===== config.mk =====
export PLATFORM = sky130hd
export DESIGN_NAME = fir_tdm_ctrl
export DESIGN_NICKNAME = d
export VERILOG_FILES = /design/src/rtl/fir_pkg.sv /design/src/rtl/fir_tdm_mac.sv /design/src/rtl/fir_tdm_ctrl.sv
export SDC_FILE = /design/constraint.sdc
export NUM_CORES = 1
export LEC_CHECK = 0
export BUFFER_PORTS_ARGS = -buffer_cell sky130_fd_sc_hd__buf_2
export CORE_MARGIN = 2
export CORE_UTILIZATION = 65
export CTS_BUF_LIST = sky130_fd_sc_hd__clkbuf_4 sky130_fd_sc_hd__clkbuf_8
export DETAILED_ROUTE_END_ITERATION = 6
export GPL_ROUTABILITY_DRIVEN = 0
export PLACE_DENSITY = 0.83
export SLEW_MARGIN = 20
export SYNTH_ARGS = -nofsm -noshare
export SYNTH_HDL_FRONTEND = slang
export SYNTH_SLANG_ARGS = --single-unit

===== constraint.sdc =====
create_clock -name clk -period 13.1 [get_ports clk]
set_input_delay 0.655 -clock clk [delete_from_list [all_inputs] [get_ports clk]]
set_output_delay 0.655 -clock clk [all_outputs]
set_load 0.05 [all_outputs]

===== src/rtl/fir_pkg.sv =====
// Shared definitions for the time-multiplexed FIR controller.
//   - Data, coefficient and output widths (Q1.15 in, Q3.15 out).
//   - FSM state encoding.
//   - Saturation limits, used when FIR_SAT_EN is defined.
package fir_pkg;

  localparam int unsigned DATA_W = 16;
  localparam int unsigned COEF_W = 16;
  localparam int unsigned OUT_W  = 18;
  localparam int unsigned FRAC_W = 15;
  localparam int unsigned PROD_W = DATA_W + COEF_W;

  typedef enum logic [1:0] {
    StIdle = 2'd0,
    StMac  = 2'd1,
    StOut  = 2'd2
  } fir_state_e;

  localparam logic [OUT_W-1:0] SAT_POS = 18'h1FFFF;
  localparam logic [OUT_W-1:0] SAT_NEG = 18'h20000;

endpackage


===== src/rtl/fir_tdm_mac.sv =====
// Shared multiply-accumulate datapath for the TDM FIR.
//   clk_i     clock
//   rst_ni    asynchronous reset, active low
//   clear_i   zero the accumulator (wins over en_i)
//   en_i      add sample_i * coef_i into the accumulator
//   sample_i  signed Q1.15 sample
//   coef_i    signed Q1.15 coefficient
//   acc_o     registered accumulator, signed, AccW bits
module fir_tdm_mac
  import fir_pkg::*;
#(
  parameter int unsigned AccW = 34
) (
  input  logic                     clk_i,
  input  logic                     rst_ni,
  input  logic                     clear_i,
  input  logic                     en_i,
  input  logic signed [DATA_W-1:0] sample_i,
  input  logic signed [COEF_W-1:0] coef_i,
  output logic signed [AccW-1:0]   acc_o
);

  logic signed [PROD_W-1:0] prod;
  logic signed [AccW-1:0]   acc_d, acc_q;

  assign prod = sample_i * coef_i;

  always_comb begin
    acc_d = acc_q;
    if (clear_i) begin
      acc_d = '0;
    end else if (en_i) begin
      // Guard bits make the sum of NTAPS full-scale products overflow-free.
      acc_d = acc_q + {{(AccW - PROD_W){prod[PROD_W-1]}}, prod};
    end
  end

  always_ff @(posedge clk_i or negedge rst_ni) begin
    if (!rst_ni) begin
      acc_q <= '0;
    end else begin
      acc_q <= acc_d;
    end
  end

  assign acc_o = acc_q;

endmodule


===== src/rtl/fir_tdm_ctrl.sv =====
// Time-multiplexed FIR controller: one shared multiplier/accumulator walks
// NTAPS taps per accepted sample (IDLE -> MAC -> OUT -> IDLE).
// Optional feature: define FIR_SAT_EN to saturate the Q3.15 output instead of
// wrapping.
//   clk          clock
//   i_rst        asynchronous reset, active low
//   i_x/i_valid  input sample stream (Q1.15); o_ready high in IDLE
//   o_y/o_valid  output stream (Q3.15); i_ready acknowledges
//   i_coef_*     coefficient bank write port, honoured only in IDLE
//   o_busy       high whenever not IDLE
module fir_tdm_ctrl
  import fir_pkg::*;
#(
  parameter int unsigned NTAPS   = 4,
  parameter int unsigned COEF_AW = 2
) (
  input  logic                     clk,
  input  logic                     i_rst,
  input  logic signed [DATA_W-1:0] i_x,
  input  logic                     i_valid,
  output logic                     o_ready,
  output logic [OUT_W-1:0]         o_y,
  output logic                     o_valid,
  input  logic                     i_ready,
  input  logic                     i_coef_we,
  input  logic [COEF_AW-1:0]       i_coef_addr,
  input  logic signed [COEF_W-1:0] i_coef_data,
  output logic                     o_busy
);

  localparam int unsigned AccW = PROD_W + COEF_AW;

  fir_state_e               state_d, state_q;
  logic                     ready_d, ready_q;
  logic                     valid_d, valid_q;
  logic [OUT_W-1:0]         y_d, y_q;
  // One extra bit: k == NTAPS marks the cycle where the final sum is read out.
  logic [COEF_AW:0]         k_d, k_q;
  logic [COEF_AW-1:0]       wr_ptr_d, wr_ptr_q;
  logic signed [DATA_W-1:0] dly_d [NTAPS];
  logic signed [DATA_W-1:0] dly_q [NTAPS];
  logic signed [COEF_W-1:0] coef_d [NTAPS];
  logic signed [COEF_W-1:0] coef_q [NTAPS];

  logic                     accept;
  logic                     mac_en;
  logic [COEF_AW-1:0]       tap;
  logic [COEF_AW-1:0]       rd_idx;
  logic signed [AccW-1:0]   acc;

  function automatic logic [OUT_W-1:0] scale(input logic signed [AccW-1:0] a);
`ifdef FIR_SAT_EN
    logic [AccW-OUT_W-FRAC_W:0] hi;
    // In range only if every bit above the Q3.15 sign bit matches it.
    hi = a[AccW-1:OUT_W+FRAC_W-1];
    if (hi != '0 && hi != '1) begin
      return a[AccW-1] ? SAT_NEG : SAT_POS;
    end
`endif
    return a[OUT_W+FRAC_W-1:FRAC_W];
  endfunction

  // ready_q is only ever set in IDLE, so it alone qualifies acceptance.
  assign accept = ready_q && i_valid;
  assign tap    = k_q[COEF_AW-1:0];
  assign rd_idx = wr_ptr_q - tap;
  assign mac_en = (state_q == StMac) && !k_q[COEF_AW];

  always_comb begin
    state_d  = state_q;
    valid_d  = valid_q;
    y_d      = y_q;
    k_d      = k_q;
    wr_ptr_d = wr_ptr_q;
    dly_d    = dly_q;
    coef_d   = coef_q;
    unique case (state_q)
      StIdle: begin
        if (accept) begin
          dly_d[wr_ptr_q] = i_x;
          k_d             = '0;
          state_d         = StMac;
        end else if (i_coef_we) begin
          coef_d[i_coef_addr] = i_coef_data;
        end
      end
      StMac: begin
        if (k_q[COEF_AW]) begin
          y_d     = scale(acc);
          valid_d = 1'b1;
          state_d = StOut;
        end else begin
          k_d = k_q + 1'b1;
        end
      end
      StOut: begin
        if (i_ready) begin
          valid_d  = 1'b0;
          wr_ptr_d = wr_ptr_q + 1'b1;
          state_d  = StIdle;
        end
      end
      default: state_d = StIdle;
    endcase
    // Registered so o_ready stays low until the first edge after reset release.
    ready_d = (state_d == StIdle);
  end

  always_ff @(posedge clk or negedge i_rst) begin
    if (!i_rst) begin
      state_q  <= StIdle;
      ready_q  <= 1'b0;
      valid_q  <= 1'b0;
      y_q      <= '0;
      k_q      <= '0;
      wr_ptr_q <= '0;
      dly_q    <= '{default: '0};
      coef_q   <= '{default: '0};
    end else begin
      state_q  <= state_d;
      ready_q  <= ready_d;
      valid_q  <= valid_d;
      y_q      <= y_d;
      k_q      <= k_d;
      wr_ptr_q <= wr_ptr_d;
      dly_q    <= dly_d;
      coef_q   <= coef_d;
    end
  end

  fir_tdm_mac #(
    .AccW(AccW)
  ) u_mac (
    .clk_i   (clk),
    .rst_ni  (i_rst),
    .clear_i (accept),
    .en_i    (mac_en),
    .sample_i(dly_q[rd_idx]),
    .coef_i  (coef_q[tap]),
    .acc_o   (acc)
  );

  assign o_ready = ready_q;
  assign o_valid = valid_q;
  assign o_y     = y_q;
  assign o_busy  = (state_q != StIdle);

endmodule


# --- Yosys cells after proc, flatten, opt, wreduce, memory -nomap -nowiden ---
# Index checks and enable logic that the tools add are counted.
classes:
  n_bitwise: 5
  n_mul: 1
  n_addsub: 4
  magnitude_cmp: 6
  n_reduce_logical: 18
  eq_ne: 6
  n_mux: 24
ops:
  columns: ["cell", "count"]
  rows:
  - ["64-bit bitwise mux", 2]
  - ["16-bit two-way mux", 6]
  - ["34-bit two-way mux", 2]
  - ["16-bit binary-select mux with 2-bit select", 2]
  - ["16-bit demux with 2-bit select", 2]
  - ["34-bit adder", 1]
  - ["16-bit by 16-bit multiplier with 32-bit output", 1]
  - ["3-bit greater-or-equal comparator, second input constant", 4]
  - ["2-bit NOT with 3-bit output", 4]
  - ["3-bit AND reduction", 3]
  - ["2-bit != test, second input constant", 4]
  - ["2-bit AND reduction", 4]
  - ["2-bit nonzero test", 4]
  - ["3-bit by 1-bit < comparator with 1-bit output, second input constant", 2]
  - ["2-bit two-way mux", 3]
  - ["3-bit two-way mux", 2]
  - ["2-bit one-hot mux with 3 select lines", 1]
  - ["3-bit one-hot mux with 2 select lines", 1]
  - ["1-bit logical AND", 4]
  - ["2-bit logical NOT", 2]
  - ["3-bit by 1-bit adder with 3-bit output, second input constant", 1]
  - ["2-bit by 1-bit adder with 2-bit output, second input constant", 1]
  - ["2-bit by 1-bit equality test with 1-bit output, second input constant", 1]
  - ["2-bit equality test, second input constant", 1]
  - ["other kinds (5)", 6]
totals:
  register_bits: 189
  input_bits: 39
  out_inout_bits: 21
  word_cells: 80

# --- Logic depth before layout (Yosys ltp) ---
depth:
  word_depth: 9
  ltp_mapped: 43
  depth_no_buf: 42

# --- Cells and area by module ---
# A second synthesis with hierarchy kept.
hier_totals:
  hier_cells: 1840
  area_unflattened_um2: 19631.3
by_module_without_submodules:
  columns: ["module", "seq_area_each_um2", "instances", "cells_each", "area_per_inst_um2"]
  rows:
  - ["fir_tdm_mac", 850.8, 1, 1439, 12818.5]
  - ["fir_tdm_ctrl", 3878.7, 1, 401, 6812.8]

# --- Least setup slack after synthesis ---
# No wires, ideal clock.
synth_path:
  path_kind: "register to register"
  startpoint: "register k_q[0]"
  endpoint: "register u_mac.acc_q[32] (netlist: u_mac.acc_o[32])"
  stages_incl_launch_ff: 39
  t_required_ns: 13.022
  n_path_buf: 3
  period_less_slack_ns: 8.956
  setup_time_ns: 0.078
  arrival_time_ns: 8.878
  setup_slack_ns: 4.144
  path_cell_list: "dfrtp_1 > clkbuf_1 > buf_1 > mux2_2 > o21ai_1 > clkbuf_1 > nor2_1 > fa_1 > inv_1 > fa_1 > fa_1 > inv_1 > fa_1 > fa_1 > inv_1 > fa_1 > inv_1 > ha_1 > [... 3 more ...] > o211a_1 > or2_2 > nand2b_1 > a21oi_1 > o21bai_1 > a21oi_1 > xnor2_1 > ha_1 > nand2_1 > o21bai_1 > a31oi_1 > o31ai_1 > nor2_2 > a21o_1 > a31oi_2 > xor2_1 > or3_1 > a21oi_1"
synth_via:
  elab_chain_len: 9
  elab_cells_between_ends: 13
  classes_between: "2 x add/sub; 1 x mul; 8 x mux; 2 x bitwise"
synth_rtl:
  columns: ["element", "line_no", "rtl"]
  rows:
  - ["start, declared", "fir_tdm_ctrl.sv:38", "logic [COEF_AW:0] k_d, k_q;"]
  - ["start signal, assigned", "fir_tdm_ctrl.sv:124", "k_q <= k_d;"]
  - ["2-bit subtractor", "fir_tdm_ctrl.sv:66", "assign rd_idx = wr_ptr_q - tap;"]
  - ["2-bit NOT with 3-bit output (not written as such)", "fir_tdm_ctrl.sv:138", ".sample_i(dly_q[rd_idx]),"]
  - ["16-bit binary-select mux with 2-bit select", "fir_tdm_ctrl.sv:138", null]
  - ["16-bit two-way mux (not written as such) (2 in series)", "fir_tdm_ctrl.sv:138", null]
  - ["16-bit by 16-bit multiplier with 32-bit output *", "fir_tdm_mac.sv:26", "assign prod = sample_i * coef_i;"]
  - ["34-bit adder *", "fir_tdm_mac.sv:34", "acc_d = acc_q + {{(AccW - PROD_W){prod[PROD_W-1]}}, prod};"]
  - ["34-bit two-way mux *", "fir_tdm_mac.sv:32", "end else if (en_i) begin"]
  - ["34-bit two-way mux *", "fir_tdm_mac.sv:30", "if (clear_i) begin"]
  - ["end signal, assigned", "fir_tdm_mac.sv:40", "acc_q <= '0;"]
  - ["end signal, assigned", "fir_tdm_mac.sv:42", "acc_q <= acc_d;"]
  - ["end, declared", "fir_tdm_mac.sv:24", "logic signed [AccW-1:0] acc_d, acc_q;"]
# Mark *: on every way between the ends. The rest lies on a longest branch, timed or not. The select of a mux whose other input is x is not followed.
# A chain may end at the register's enable or synchronous reset.

# --- Worst setup path after layout ---
# Same ends and word-level chain as after synthesis.

==> run_results.csv <==
group,metric,value,unit
worst_setup_path,crit_start,"k_q[0]",
layout,syn_to_final_growth,5.72,%
layout,n_antenna_cell,0,
grt,grt_max_degree,115,
die,num_rows,63,
synth,synth-edff-count,0,
layout,fill_cells,2126,
clock_tree,ctsResizeCount,0,
route,dr.pass1.iters,5,
synth,netlist_instances,1958,
route,post_drt_wl_per_cell,17.8,um
worst_setup_path,crit_fanout,30,
layout,drive_above_1_share,0.150,
worst_setup_path,crit_type,"flop to flop",
sta,skew,0.0239,ns
sta,report.final.slew_viol_count,0,
grt,grt_pass1_wl,70700,um
worst_setup_path,ff2ff_path_depth,39,
synth,yosys-top-cells-count,"318 x inv_1, 268 x nand2_1, 263 x fa_1",
worst_setup_path,timing.rr.end,"u_mac.acc_o[32]",
die,io_pins,60,
clock_tree,clk_pin_slew_worst_paths,0.11,ns
sta,tns,0,ns
min_path,hold_path_class,"input port to asynchronous set/reset pin",
worst_setup_path,cp.required,13.52,ns
route,num_vias,13873,
die,core_area,0.0295,mm^2
clock_tree,root_buffer,"clkbuf_8",
synth,yosys.area.top_type,"fa_1",
sta,tightest_slew,1.01,ns
worst_setup_path,crit_buf_inv,4,
synth,yosysMostFrequentCell,"inv_1",
die,die_w,176,um
route,avgViaCountPerCell,5.82,
worst_setup_path,critPathSlowestCell,"xor2_4",
worst_setup_path,arrival,10.84,ns
clock_tree,htreeDepth,4,
grt,antenna_found_initial,1,
sta,rsz0062_at_grt,"false",
sta,min_period,10.42,ns
layout,fin_nets,2403,
clock_tree,postCtsHoldBufs,0,
placement,port_buffers,59,
placement,dp_hpwl,33500,um
sta,finalHoldViolCount,0,
route,drc,0,
clock_tree,clockBufferDepth,2,
layout,seqCellArea,0.00470,mm^2
synth,synth.distinct_cells,66,
synth,netlist_area,0.0193,mm^2
sta,fmax,96.0,MHz
grt,first_global_vias,14677,
grt,grt_use_total,0.288,
synth,syn-mean-instance-area,9.87,um^2
synth,synth-seq-area-share,0.243,
synth,synth_top_area_frac,0.272,
worst_setup_path,cpMostUsedCell,"fa_1",
sta,relSlewSlack,0.316,
sta,setup_violations,0,
worst_setup_path,path_delay_family,"adder cells",
clock_tree,cts.sinks,188,
die,die-area,0.0311,mm^2
layout,multi_input_area,0.0132,mm^2
grt,overflow,0,
synth,synth_area_leaders,"fa_1 27%, dfrtp_1 24%, mux2_2 9.0%, ha_1 7.8%, inv_1 6.2%",
worst_setup_path,reg2reg_from,"k_q[0]",
die,die_h,176,um
sta,finalCritPeriodShare,0.795,
worst_setup_path,crit_cells,39,
synth,yosys_warnings,0,
synth,syn-num-nets,2380,
die,initial_core_util,0.656,
run,maxCapViolations,0,
synth,ys_seq_elements,188,
synth,dominantRegCellSynth,"dfrtp_1",
worst_setup_path,cp-start-kind,"flop",
clock_tree,cts_tree,"yes",
clock_tree,post-cts-setup-buffer-count,0,
route,antenna_left,0,
worst_setup_path,slowest_delay,0.70,ns
synth,synthArstFlopShare,1.00,
worst_setup_path,r2r_slack,2.68,ns
worst_setup_path,critical_path.endpoint_type,"flop",
route,drtIter0Drc,963,
clock_tree,cts-buffers-inserted,17,
route,routed_wl,42400,um
clock_tree,clock_latency,0.49,ns
status,outcome,"complete, no violations",
[area by class of cell]
cell class | count | area share
Sequential cell | 188 | 0.230
Clock inverter | 15 | 0.00924
Tap cell | 390 | 0.0239
Timing Repair Buffer | 75 | 0.0208
Multi-Input combinational cell | 1381 | 0.646
Clock buffer | 17 | 0.0114
Inverter | 318 | 0.0584
[state kept, by name (all words and copies together), names as in the netlist]
name	cells
wr_ptr_q	2
o_ready	1
o_y	18
state_q	2
k_q	3
u_mac.acc_o	33
o_valid	1
coef_q	64
dly_q	64
[logic make-up after synthesis]
group,synth area share
flops,0.243
fa+ha+maj,0.350
compound gates,0.0767
buf+inv,0.0757
xor+xnor,0.0290
simple gates,0.120
mux,0.105
[cells in the final DEF (no fill, tap or decap), types with 6 or more instances in the layout]
| cell type | instances |
|---|---|
| xor2_1 | 17 |
| o21ai_0 | 38 |
| a21o_1 | 32 |
| buf_4 | 16 |
| mux2i_1 | 7 |
| o21ai_1 | 16 |
| mux2_2 | 154 |
| or2_2 | 7 |
| nor2b_1 | 7 |
| o21bai_1 | 8 |
| inv_1 | 318 |
| fa_1 | 263 |
| nand3_1 | 29 |
| mux4_2 | 10 |
| nor2_1 | 141 |
| ha_1 | 120 |
| a211oi_1 | 6 |
| a21oi_1 | 71 |
| and2_1 | 31 |
| nand2_1 | 268 |
| dfrtp_1 | 188 |
| buf_2 | 58 |
| inv_8 | 6 |
| clkbuf_8 | 18 |
| nand2b_1 | 6 |
| xnor2_1 | 45 |
| o21a_1 | 28 |
[per-layer routing]
metal | vias to the layer above | GRT usage | wire length, um
met4 | 0 | 0.143 | 2020
met2 | 515 | 0.493 | 21600
li1 | 6254 | - | -
met1 | 6967 | 0.360 | 16100
met5 | - | 0 | 0
met3 | 137 | 0.0418 | 2600
[worst reg2reg max path: cells and delay by family (launching register included)]
| kind | cells | cell delay (ns) |
|---|---|---|
| and+or+nand+nor | 9 | 1.31 |
| buffers and inverters | 4 | 0.43 |
| DFF | 1 | 0.38 |
| xor gates and xnor gates | 4 | 1.46 |
| adders and majority gates | 9 | 4.04 |
| AOI/OAI and AO/OA | 13 | 2.71 |
[stage by stage]
stage	cell area, um^2	hold WS, ns	instances	setup slack, ns	utilization
4_1_cts	20400	0.339	2384	2.68	0.693
3_3_place_gp	20000	0.481	2352	2.96	0.678
5_1_grt	20400	0.342	2384	1.99	0.693
6_report	20400	0.279	2384	2.68	0.693
2_1_floorplan	19300	0.359	1958	4.14	-
3_5_place_dp	20000	0.487	2352	2.76	0.679
[worst max path at each step]
stage	endpoint	slack (ns)
global placement	u_mac.acc_o[32]	2.96
CTS	u_mac.acc_o[32]	2.68
detailed placement	u_mac.acc_o[32]	2.76
floorplan	u_mac.acc_o[32]	4.14
global route	u_mac.acc_o[32]	1.99
finish	u_mac.acc_o[32]	2.68
Power is left out: the tool's default activity adds up to more than one toggle a clock period on the data nets, which glitch-free logic cannot reach.
